`src/rtl/regfile_hazard_if.sv`:
```
`default_nettype none
// ============================================================================
// Module   : regfile_hazard_if
// Purpose  : decode/writeback bus between a pipeline front end and the
//            register file + hazard unit.
// Revision : 1.0
// ============================================================================
interface regfile_hazard_if #(
  parameter int DATA_W = 16,
  parameter int AW     = 3,
  parameter int CNT_W  = 16
);
  logic [AW-1:0]     a1;
  logic [AW-1:0]     a2;
  logic              use1;
  logic              use2;
  logic              issue_valid;
  logic              issue_wr;
  logic [AW-1:0]     issue_dst;
  logic              flush;
  logic              wb_en;
  logic [AW-1:0]     wb_addr;
  logic [DATA_W-1:0] wb_data;
  logic [DATA_W-1:0] rd1;
  logic [DATA_W-1:0] rd2;
  logic [1:0]        fwd_a;
  logic [1:0]        fwd_b;
  logic              stall;
  logic [CNT_W-1:0]  stall_cnt;

  modport master (
    output a1, a2, use1, use2, issue_valid, issue_wr, issue_dst, flush,
           wb_en, wb_addr, wb_data,
    input  rd1, rd2, fwd_a, fwd_b, stall, stall_cnt
  );

  modport slave (
    input  a1, a2, use1, use2, issue_valid, issue_wr, issue_dst, flush,
           wb_en, wb_addr, wb_data,
    output rd1, rd2, fwd_a, fwd_b, stall, stall_cnt
  );
endinterface
`default_nettype wire

```
`src/rtl/regfile_hazard_unit.sv`:
```
`default_nettype none
// ============================================================================
// Module   : regfile_hazard_unit
// Purpose  : register file with write-through reads, E/M/W destination tag
//            pipeline, forwarding selects, stall generation and stall counter.
// Revision : 1.0
// ============================================================================
module regfile_hazard_unit #(
  parameter int DATA_W   = 16,
  parameter int NREGS    = 8,
  parameter int FWD_EN   = 1,
  parameter int ZERO_REG = 0,
  parameter int CNT_W    = 16
) (
  input wire              clk,
  input wire              rst,
  regfile_hazard_if.slave bus
);

  localparam int               c_aw      = (NREGS > 1) ? $clog2(NREGS) : 1;
  localparam bit               c_fwd_en  = (FWD_EN != 0);
  localparam bit               c_zero_en = (ZERO_REG != 0);
  localparam logic [CNT_W-1:0] c_cnt_max = {CNT_W{1'b1}};
  localparam logic [1:0]       c_fwd_reg = 2'b00;
  localparam logic [1:0]       c_fwd_m   = 2'b01;
  localparam logic [1:0]       c_fwd_w   = 2'b10;

  logic [DATA_W-1:0] r_regs [NREGS];
  logic              r_e_valid;
  logic              r_m_valid;
  logic              r_w_valid;
  logic [c_aw-1:0]   r_e_dst;
  logic [c_aw-1:0]   r_m_dst;
  logic [c_aw-1:0]   r_w_dst;
  logic [CNT_W-1:0]  r_stall_cnt;

  logic              w_wb_ok;
  logic              w_a1_zero;
  logic              w_a2_zero;
  logic [DATA_W-1:0] w_rd1;
  logic [DATA_W-1:0] w_rd2;
  logic              w_src1_e;
  logic              w_src2_e;
  logic              w_src1_m;
  logic              w_src2_m;
  logic              w_src1_w;
  logic              w_src2_w;
  logic              w_hazard;
  logic              w_stall;
  logic              w_issue;
  logic [1:0]        w_fwd_a;
  logic [1:0]        w_fwd_b;

  // A write to register 0 is dropped entirely when it is hardwired to zero.
  assign w_wb_ok   = bus.wb_en & ~(c_zero_en & (bus.wb_addr == '0));
  assign w_a1_zero = c_zero_en & (bus.a1 == '0);
  assign w_a2_zero = c_zero_en & (bus.a2 == '0);

  for (genvar gi = 0; gi < NREGS; gi++) begin : g_reg
    always_ff @(posedge clk or negedge rst) begin
      if (!rst) begin
        r_regs[gi] <= '0;
      end else if (w_wb_ok && (bus.wb_addr == c_aw'(gi))) begin
        r_regs[gi] <= bus.wb_data;
      end
    end
  end

  always_comb begin
    w_rd1 = r_regs[bus.a1];
    w_rd2 = r_regs[bus.a2];
    if (w_wb_ok && (bus.wb_addr == bus.a1)) w_rd1 = bus.wb_data;
    if (w_wb_ok && (bus.wb_addr == bus.a2)) w_rd2 = bus.wb_data;
    if (w_a1_zero) w_rd1 = '0;
    if (w_a2_zero) w_rd2 = '0;
  end

  assign w_src1_e = bus.use1 & r_e_valid & (r_e_dst == bus.a1) & ~w_a1_zero;
  assign w_src2_e = bus.use2 & r_e_valid & (r_e_dst == bus.a2) & ~w_a2_zero;
  assign w_src1_m = bus.use1 & r_m_valid & (r_m_dst == bus.a1) & ~w_a1_zero;
  assign w_src2_m = bus.use2 & r_m_valid & (r_m_dst == bus.a2) & ~w_a2_zero;
  assign w_src1_w = bus.use1 & r_w_valid & (r_w_dst == bus.a1) & ~w_a1_zero;
  assign w_src2_w = bus.use2 & r_w_valid & (r_w_dst == bus.a2) & ~w_a2_zero;

  // Without forwarding, an M-stage producer must also be waited out.
  always_comb begin
    w_hazard = w_src1_e | w_src2_e;
    if (!c_fwd_en) w_hazard = w_hazard | w_src1_m | w_src2_m;
    w_stall = w_hazard & bus.issue_valid & ~bus.flush;
    w_fwd_a = c_fwd_reg;
    w_fwd_b = c_fwd_reg;
    if (c_fwd_en && !w_stall) begin
      if (w_src1_m)      w_fwd_a = c_fwd_m;
      else if (w_src1_w) w_fwd_a = c_fwd_w;
      if (w_src2_m)      w_fwd_b = c_fwd_m;
      else if (w_src2_w) w_fwd_b = c_fwd_w;
    end
  end

  assign w_issue = bus.issue_valid & bus.issue_wr & ~w_stall & ~bus.flush;

  always_ff @(posedge clk or negedge rst) begin
    if (!rst) begin
      r_e_valid <= 1'b0;
      r_m_valid <= 1'b0;
      r_w_valid <= 1'b0;
      r_e_dst   <= '0;
      r_m_dst   <= '0;
      r_w_dst   <= '0;
    end else begin
      r_w_valid <= r_m_valid;
      r_w_dst   <= r_m_dst;
      r_m_valid <= r_e_valid;
      r_m_dst   <= r_e_dst;
      r_e_valid <= w_issue;
      r_e_dst   <= bus.issue_dst;
    end
  end

  always_ff @(posedge clk or negedge rst) begin
    if (!rst) begin
      r_stall_cnt <= '0;
    end else if (w_stall && (r_stall_cnt != c_cnt_max)) begin
      r_stall_cnt <= r_stall_cnt + 1'b1;
    end
  end

  assign bus.rd1       = w_rd1;
  assign bus.rd2       = w_rd2;
  assign bus.fwd_a     = w_fwd_a;
  assign bus.fwd_b     = w_fwd_b;
  assign bus.stall     = w_stall;
  assign bus.stall_cnt = r_stall_cnt;

endmodule
`default_nettype wire

```
`src/flat_wrapper.sv`:
```
// flat-port wrapper written by rule: the top's interface ports become plain ports
module regfile_hazard_unit_flat 
#(
  parameter int DATA_W   = 16,
  parameter int NREGS    = 8,
  parameter int FWD_EN   = 1,
  parameter int ZERO_REG = 0,
  parameter int CNT_W    = 16
)
  (clk, rst, bus_a1, bus_a2, bus_use1, bus_use2, bus_issue_valid, bus_issue_wr, bus_issue_dst, bus_flush, bus_wb_en, bus_wb_addr, bus_wb_data, bus_rd1, bus_rd2, bus_fwd_a, bus_fwd_b, bus_stall, bus_stall_cnt);
  regfile_hazard_if #(.DATA_W(DATA_W), .AW(3), .CNT_W(CNT_W)) bus_i ();
  input wire clk;
  input wire rst;
  input wire logic [$bits(bus_i.a1)-1:0] bus_a1;
  input wire logic [$bits(bus_i.a2)-1:0] bus_a2;
  input wire logic [$bits(bus_i.use1)-1:0] bus_use1;
  input wire logic [$bits(bus_i.use2)-1:0] bus_use2;
  input wire logic [$bits(bus_i.issue_valid)-1:0] bus_issue_valid;
  input wire logic [$bits(bus_i.issue_wr)-1:0] bus_issue_wr;
  input wire logic [$bits(bus_i.issue_dst)-1:0] bus_issue_dst;
  input wire logic [$bits(bus_i.flush)-1:0] bus_flush;
  input wire logic [$bits(bus_i.wb_en)-1:0] bus_wb_en;
  input wire logic [$bits(bus_i.wb_addr)-1:0] bus_wb_addr;
  input wire logic [$bits(bus_i.wb_data)-1:0] bus_wb_data;
  output wire logic [$bits(bus_i.rd1)-1:0] bus_rd1;
  output wire logic [$bits(bus_i.rd2)-1:0] bus_rd2;
  output wire logic [$bits(bus_i.fwd_a)-1:0] bus_fwd_a;
  output wire logic [$bits(bus_i.fwd_b)-1:0] bus_fwd_b;
  output wire logic [$bits(bus_i.stall)-1:0] bus_stall;
  output wire logic [$bits(bus_i.stall_cnt)-1:0] bus_stall_cnt;
  assign bus_i.a1 = bus_a1;
  assign bus_i.a2 = bus_a2;
  assign bus_i.use1 = bus_use1;
  assign bus_i.use2 = bus_use2;
  assign bus_i.issue_valid = bus_issue_valid;
  assign bus_i.issue_wr = bus_issue_wr;
  assign bus_i.issue_dst = bus_issue_dst;
  assign bus_i.flush = bus_flush;
  assign bus_i.wb_en = bus_wb_en;
  assign bus_i.wb_addr = bus_wb_addr;
  assign bus_i.wb_data = bus_wb_data;
  assign bus_rd1 = bus_i.rd1;
  assign bus_rd2 = bus_i.rd2;
  assign bus_fwd_a = bus_i.fwd_a;
  assign bus_fwd_b = bus_i.fwd_b;
  assign bus_stall = bus_i.stall;
  assign bus_stall_cnt = bus_i.stall_cnt;
  regfile_hazard_unit #(.DATA_W(DATA_W), .NREGS(NREGS), .FWD_EN(FWD_EN), .ZERO_REG(ZERO_REG), .CNT_W(CNT_W)) u_core (.clk(clk), .rst(rst), .bus(bus_i));
endmodule
```
`config.mk`:
```
export PLATFORM = sky130hd
export DESIGN_NAME = regfile_hazard_unit_flat
export DESIGN_NICKNAME = d
export VERILOG_FILES = /design/src/rtl/regfile_hazard_if.sv /design/src/rtl/regfile_hazard_unit.sv /design/src/flat_wrapper.sv
export SDC_FILE = /design/constraint.sdc
export NUM_CORES = 1
export LEC_CHECK = 0
export ABC_AREA = 1
export BUFFER_PORTS_ARGS = -buffer_cell sky130_fd_sc_hd__buf_2
export CAP_MARGIN = 20
export CORE_MARGIN = 4
export CORE_UTILIZATION = 60
export CTS_CLUSTER_DIAMETER = 150
export CTS_CLUSTER_SIZE = 10
export DETAILED_ROUTE_END_ITERATION = 7
export HOLD_SLACK_MARGIN = 0.06
export PLACE_DENSITY = 0.88
export SYNTH_ARGS = -nofsm -noshare
export SYNTH_HDL_FRONTEND = slang
export SYNTH_SLANG_ARGS = --single-unit
export TNS_END_PERCENT = 5
```
`constraint.sdc`:
```
create_clock -name clk -period 2.05 [get_ports clk]
set_clock_uncertainty 0.2 [all_clocks]
set_input_delay 0.41 -clock clk [delete_from_list [all_inputs] [get_ports clk]]
set_output_delay 0.41 -clock clk [all_outputs]
set_load 0.05 [all_outputs]
```
* Word-level counts from Yosys, hierarchy flattened
Index checks and enable logic that the tools add are counted.
Storage, ports and cells: input bits 36, output and inout bits 53, logic and storage cells 82, flip-flop bits (word level) 156
Cells by class: equality and inequality tests 16, reduce and logical (&&, ||, !) cells 12, order comparisons 2, add/sub/neg operators 1, mux-type cells 14, bitwise operators 22
Operators by type and width (number):
- 16-bit binary-select mux with 3-bit select | 2
- 16-bit 2-to-1 mux | 6
- 3-bit equality test | 8
- 1-bit AND | 17
- 16-bit by 1-bit adder with 16-bit output, second input constant | 1
- 16-bit != test, second input constant | 1
- 3-bit equality test, second input constant | 4
- 2-bit 2-to-1 mux | 6
- 1-bit logical AND | 11
- 4-bit greater-or-equal comparator, second input constant | 2
- 3-bit NOT with 4-bit output | 2
- 3-bit by 2-bit equality test with 1-bit output, second input constant | 2
- 3-bit by 1-bit equality test with 1-bit output, second input constant | 1
- 3-bit logical NOT | 1
- 1-bit NOT | 2
- 1-bit bitwise OR | 1

* Longest topological paths before layout
word-level depth 8, mapped depth 11, gate-level depth less buffers 9

* Worst setup path after synthesis
Ideal clock, no wire load.
path type input -> output, start point input bus_a1[2], end point output bus_rd1[10], arrival 1885 ps, stages 8, slack -445 ps, data required time 1440 ps, path through buf_4 > inv_2 > buf_4 > nand2_1 > o21ai_1 > nand2_1 > buf_4 > o21ai_1
On the way: cells in the longest elaborated chain, start to end 5, elaborated cells between the ends (all ways) 7, classes of those cells eq/ne (1); mux (4); bitwise (1); reduce/logical (1)
RTL lines:
- from (decl) | line flat_wrapper.sv:14 | input wire logic [$bits(bus_i.a1)-1:0] bus_a1;
- 3-bit NOT with 4-bit output (not written as such) | line regfile_hazard_unit.sv:70 | w_rd1 = r_regs[bus.a1];
- 16-bit binary-select mux with 3-bit select | line regfile_hazard_unit.sv:70
- 16-bit 2-to-1 mux (not written as such) (2 in a row) | line regfile_hazard_unit.sv:70
- 16-bit 2-to-1 mux (*) | line regfile_hazard_unit.sv:72 | if (w_wb_ok && (bus.wb_addr == bus.a1)) w_rd1 = bus.wb_data;
- to (decl) | line flat_wrapper.sv:25 | output wire logic [$bits(bus_i.rd1)-1:0] bus_rd1;
Every way passes the cells marked *; elsewhere a longest branch is shown, timed or not. The select of a mux whose other input is x is not followed.

* Worst setup path in the final report
start point register u_core.r_e_dst[2], end point output bus_fwd_b[1]
On the way: cells in the longest elaborated chain, start to end 6, elaborated cells between the ends (all ways) 8, classes of those cells eq/ne (2); mux (1); bitwise (5)
RTL lines:
- from (decl) | line regfile_hazard_unit.sv:32 | logic [c_aw-1:0] r_e_dst;
- from (signal assigned) | line regfile_hazard_unit.sv:116 | r_e_dst <= bus.issue_dst;
- 3-bit equality test, on equally long branches | line regfile_hazard_unit.sv:78, regfile_hazard_unit.sv:79
- 1-bit AND, on equally long branches | line regfile_hazard_unit.sv:78, regfile_hazard_unit.sv:79
- 1-bit bitwise OR (*) | line regfile_hazard_unit.sv:87 | w_hazard = w_src1_e | w_src2_e;
- 1-bit AND (*) (2 in a row) | line regfile_hazard_unit.sv:89 | w_stall = w_hazard & bus.issue_valid & ~bus.flush;
- 2-bit 2-to-1 mux (*) | line regfile_hazard_unit.sv:92 | if (c_fwd_en && !w_stall) begin
- to (decl) | line flat_wrapper.sv:28 | output wire logic [$bits(bus_i.fwd_b)-1:0] bus_fwd_b;
Every way passes the cells marked *; elsewhere a longest branch is shown, timed or not.

==> reports/summary.txt <==
Final Net Count: 1352
initial antenna violation count: 0
post-synthesis mux area share: 0%
number of fill cells: 831
status: complete, but fails checks
I/O pin total: 89
power density over the cells: 858 nW/um^2
area grow syn2layout: 32.1%
#FFs+latches synth: 156
largest area contributor in the synthesized netlist: dfrtp_1
Final min period: 2.56 ns
post-synth top area share: 43.8%
failing checks: DRC, setup timing
vias in the first global route: 9268
CTS tree: yes
Worst Slack Setup Final: -0.509 ns
Post-Syn Area: 8910 sq um
critical path capture point type: output pin
Tcrit/Tclk final: 125%
ys flop type: dfrtp_1
Post-Syn Nets: 1233
worst hold path type: in2reg
DRT Wirelength: 30700 um
Port Buf Inserts: 88
FMAX: 391 MHz
Initial DRC Count: 1520
Via density: 6.40
Clock Root Buffer: clkbuf_16
max-cap violation count: 0
dpl cells: 1458
Skew-Pair Late Insertion Delay: 0.44 ns
Adder-Cell Fraction of Synth Area: 0.140%
die area: 16900 sq um
number of synthesized flops with an enable pin: 0
Slew Limit Fails: 0
Post-Synthesis Cells: 1196
Worst Path Required: 1.44 ns
gr ovfl total: 0
main combinational cell family by area after synthesis: compound AO/OA/AOI/OAI gates
Critical Path AT: 1.95 ns
Worst-Margin Slew: 0.476 ns
Final Util: 81.0%
Synth Area in Simple Gates: 21.3%
Crit Path Max Fanout: 4
Starting Density: 61.3%
Hold Path Origin: bus_wb_data[15]
number of clock sinks: 156
pin count of the biggest net entering global routing: 76
kind of start point of the critical path: register
Leak: 5.38 nW
first-pass GRT wire length: 46900 um
Num CTS Buffers: 17
Async SR Flop Fraction: 100%
routed vias: 9679
unrepaired setup endpoints after global routing: yes
Compound-Gate Fraction of Synth Area: 23.8%
Die Ht: 130 um
Synth warnings: 0
clk buf depth: 2
Final Hold Viols: 0
crit path launch: u_core.r_e_dst[2]
clock-pin slew on the worst setup and hold paths: 0.07 ns
drt drc: 1
GRT Overall Usage: 35.5%
Rel. slew slack: 68.3%
Pwr Total: 10.1 mW
# setup viols final: 37
commonest non-fill, non-tap cells in the layout: 276 x nand2_1, 177 x o21ai_0, 154 x dfrtp_1
share of cells above drive strength 1: 24.4%
area post-placement: 10400 sq um
sequential element share of the synthesized area: 43.8%
Routed Antenna Nets: 0
CTS H-tree lvls: 4
num rows: 44
xor and xnor area share after synthesis: 1.08%
Post-Layout Cell Count: 1512
HPWL Detailed: 17600 um
Core ar.: 14500 sq um
most common cell after layout, fill and taps aside: nand2_1
RePlAce Congestion: 0.957
cell area after layout: 11800 sq um
worst vdd ir: 0.682 mV
Yosys cell types: 30
1st-pass router iterations: 8
Die Wd: 130 um
CP Class: reg2out
Avg WL per Cell: 20.3 um
Critical R2R Launch: u_core.r_e_dst[2]
Area contributors post-synth: dfrtp_1 44%, nand2_1 12%, o21ai_0 11%, nand3_1 5.6%, o211ai_1 5.1%
antenna fix cells: 0
syn avg cell area: 7.45 sq um
## final timing paths
kind                                            end  slack, ns  cells after the start
setup / recovery                       bus_fwd_b[1]      -0.51                     11
hold / removal                    u_core.r_regs[15]       0.07                      3
setup reg to reg           u_core.bus.stall_cnt[15]       0.12                     12
hold reg to reg                   u_core.r_w_dst[1]       0.19                      0
max in group asynchronous   u_core.bus.stall_cnt[1]       0.80                      3
min in group asynchronous         u_core.r_regs[99]       0.27                      2
## metal layers
metal	routed length (um)	part of all wire [%]	up-vias	global-route usage, %
li1	-	-	4251	-
met1	11000	36	4517	43.8
met2	14900	48	730	58.0
met3	3290	11	181	8.60
met4	1560	5.1	0	18.7
met5	0	0	-	0
## logic make-up after synthesis
group,after synthesis
and+or+nand+nor,449
adders and majority gates,1
buffers and inverters,198
AOI/OAI and AO/OA,381
xor gates and xnor gates,11
DFF,156
## cells in the mapped netlist (9+ instances only)
cell type	number
a21oi_1	67
buf_2	31
buf_4	11
clkbuf_1	34
dfrtp_1	156
inv_1	108
nand2_1	284
nand3_1	100
nor2_1	40
o211ai_1	60
o21ai_0	191
o21ai_1	42
o21ai_2	15
xnor2_1	9
## layout make-up
| type | instances | area [sq um] | area share, % |
|---|---|---|---|
| timing repair buffer | 184 | 1810 | 15.4 |
| multi-input combinational | 842 | 4770 | 40.6 |
| tap | 184 | 230 | 1.96 |
| inverter | 114 | 433 | 3.68 |
| clock buffer | 17 | 425 | 3.62 |
| clock inverter | 15 | 189 | 1.61 |
| sequential | 156 | 3910 | 33.2 |
## timing repair
action / 4_1_cts / 5_1_grt
hold buffers: 19 / 0
hold endpoints to repair: 77 / 0
setup buffers: 3 / 0
setup endpoints to repair: 37 / 53
pin swaps: 13 / 14
resized for setup: 101 / 61
## power by group
group / total [mW] / internal (mW) / switching (mW)
clock: 3.34 / 1.94 / 1.40
sequential: 3.95 / 3.58 / 0.368
combinational: 2.81 / 1.03 / 1.78
## worst max-delay path, cell delays in order (launching register included)
cell and delay (ns):
dfrtp_1 0.43, inv_2 0.08, nand2_2 0.06, nand2_1 0.07, nor2_1 0.14, nand2_1 0.09, nand2_2 0.09, nand2_2 0.08
nor2_4 0.15, buf_12 0.14, nor2_4 0.04, buf_6 0.15
## flip-flops by register name, indices dropped and copies added (netlist names)
name and cells:
u_core.r_e_valid 1, u_core.r_regs 128, u_core.r_m_valid 1, u_core.r_w_dst 3
u_core.r_w_valid 1, u_core.bus.stall_cnt 16, u_core.r_e_dst 3, u_core.r_m_dst 3
## metrics by stage
stage / hold WS [ns] / setup slack (ns) / TNS [ns]
floorplan: -0.0856 / -0.115 / -2.22
global placement: 0.158 / -0.300 / -8.09
detailed placement: 0.172 / -0.305 / -9.74
CTS: 0.0709 / -0.337 / -6.71
global route: 0.0930 / -0.516 / -10.59
finish: 0.0714 / -0.509 / -8.93
(Power assumes the default switching activity.)
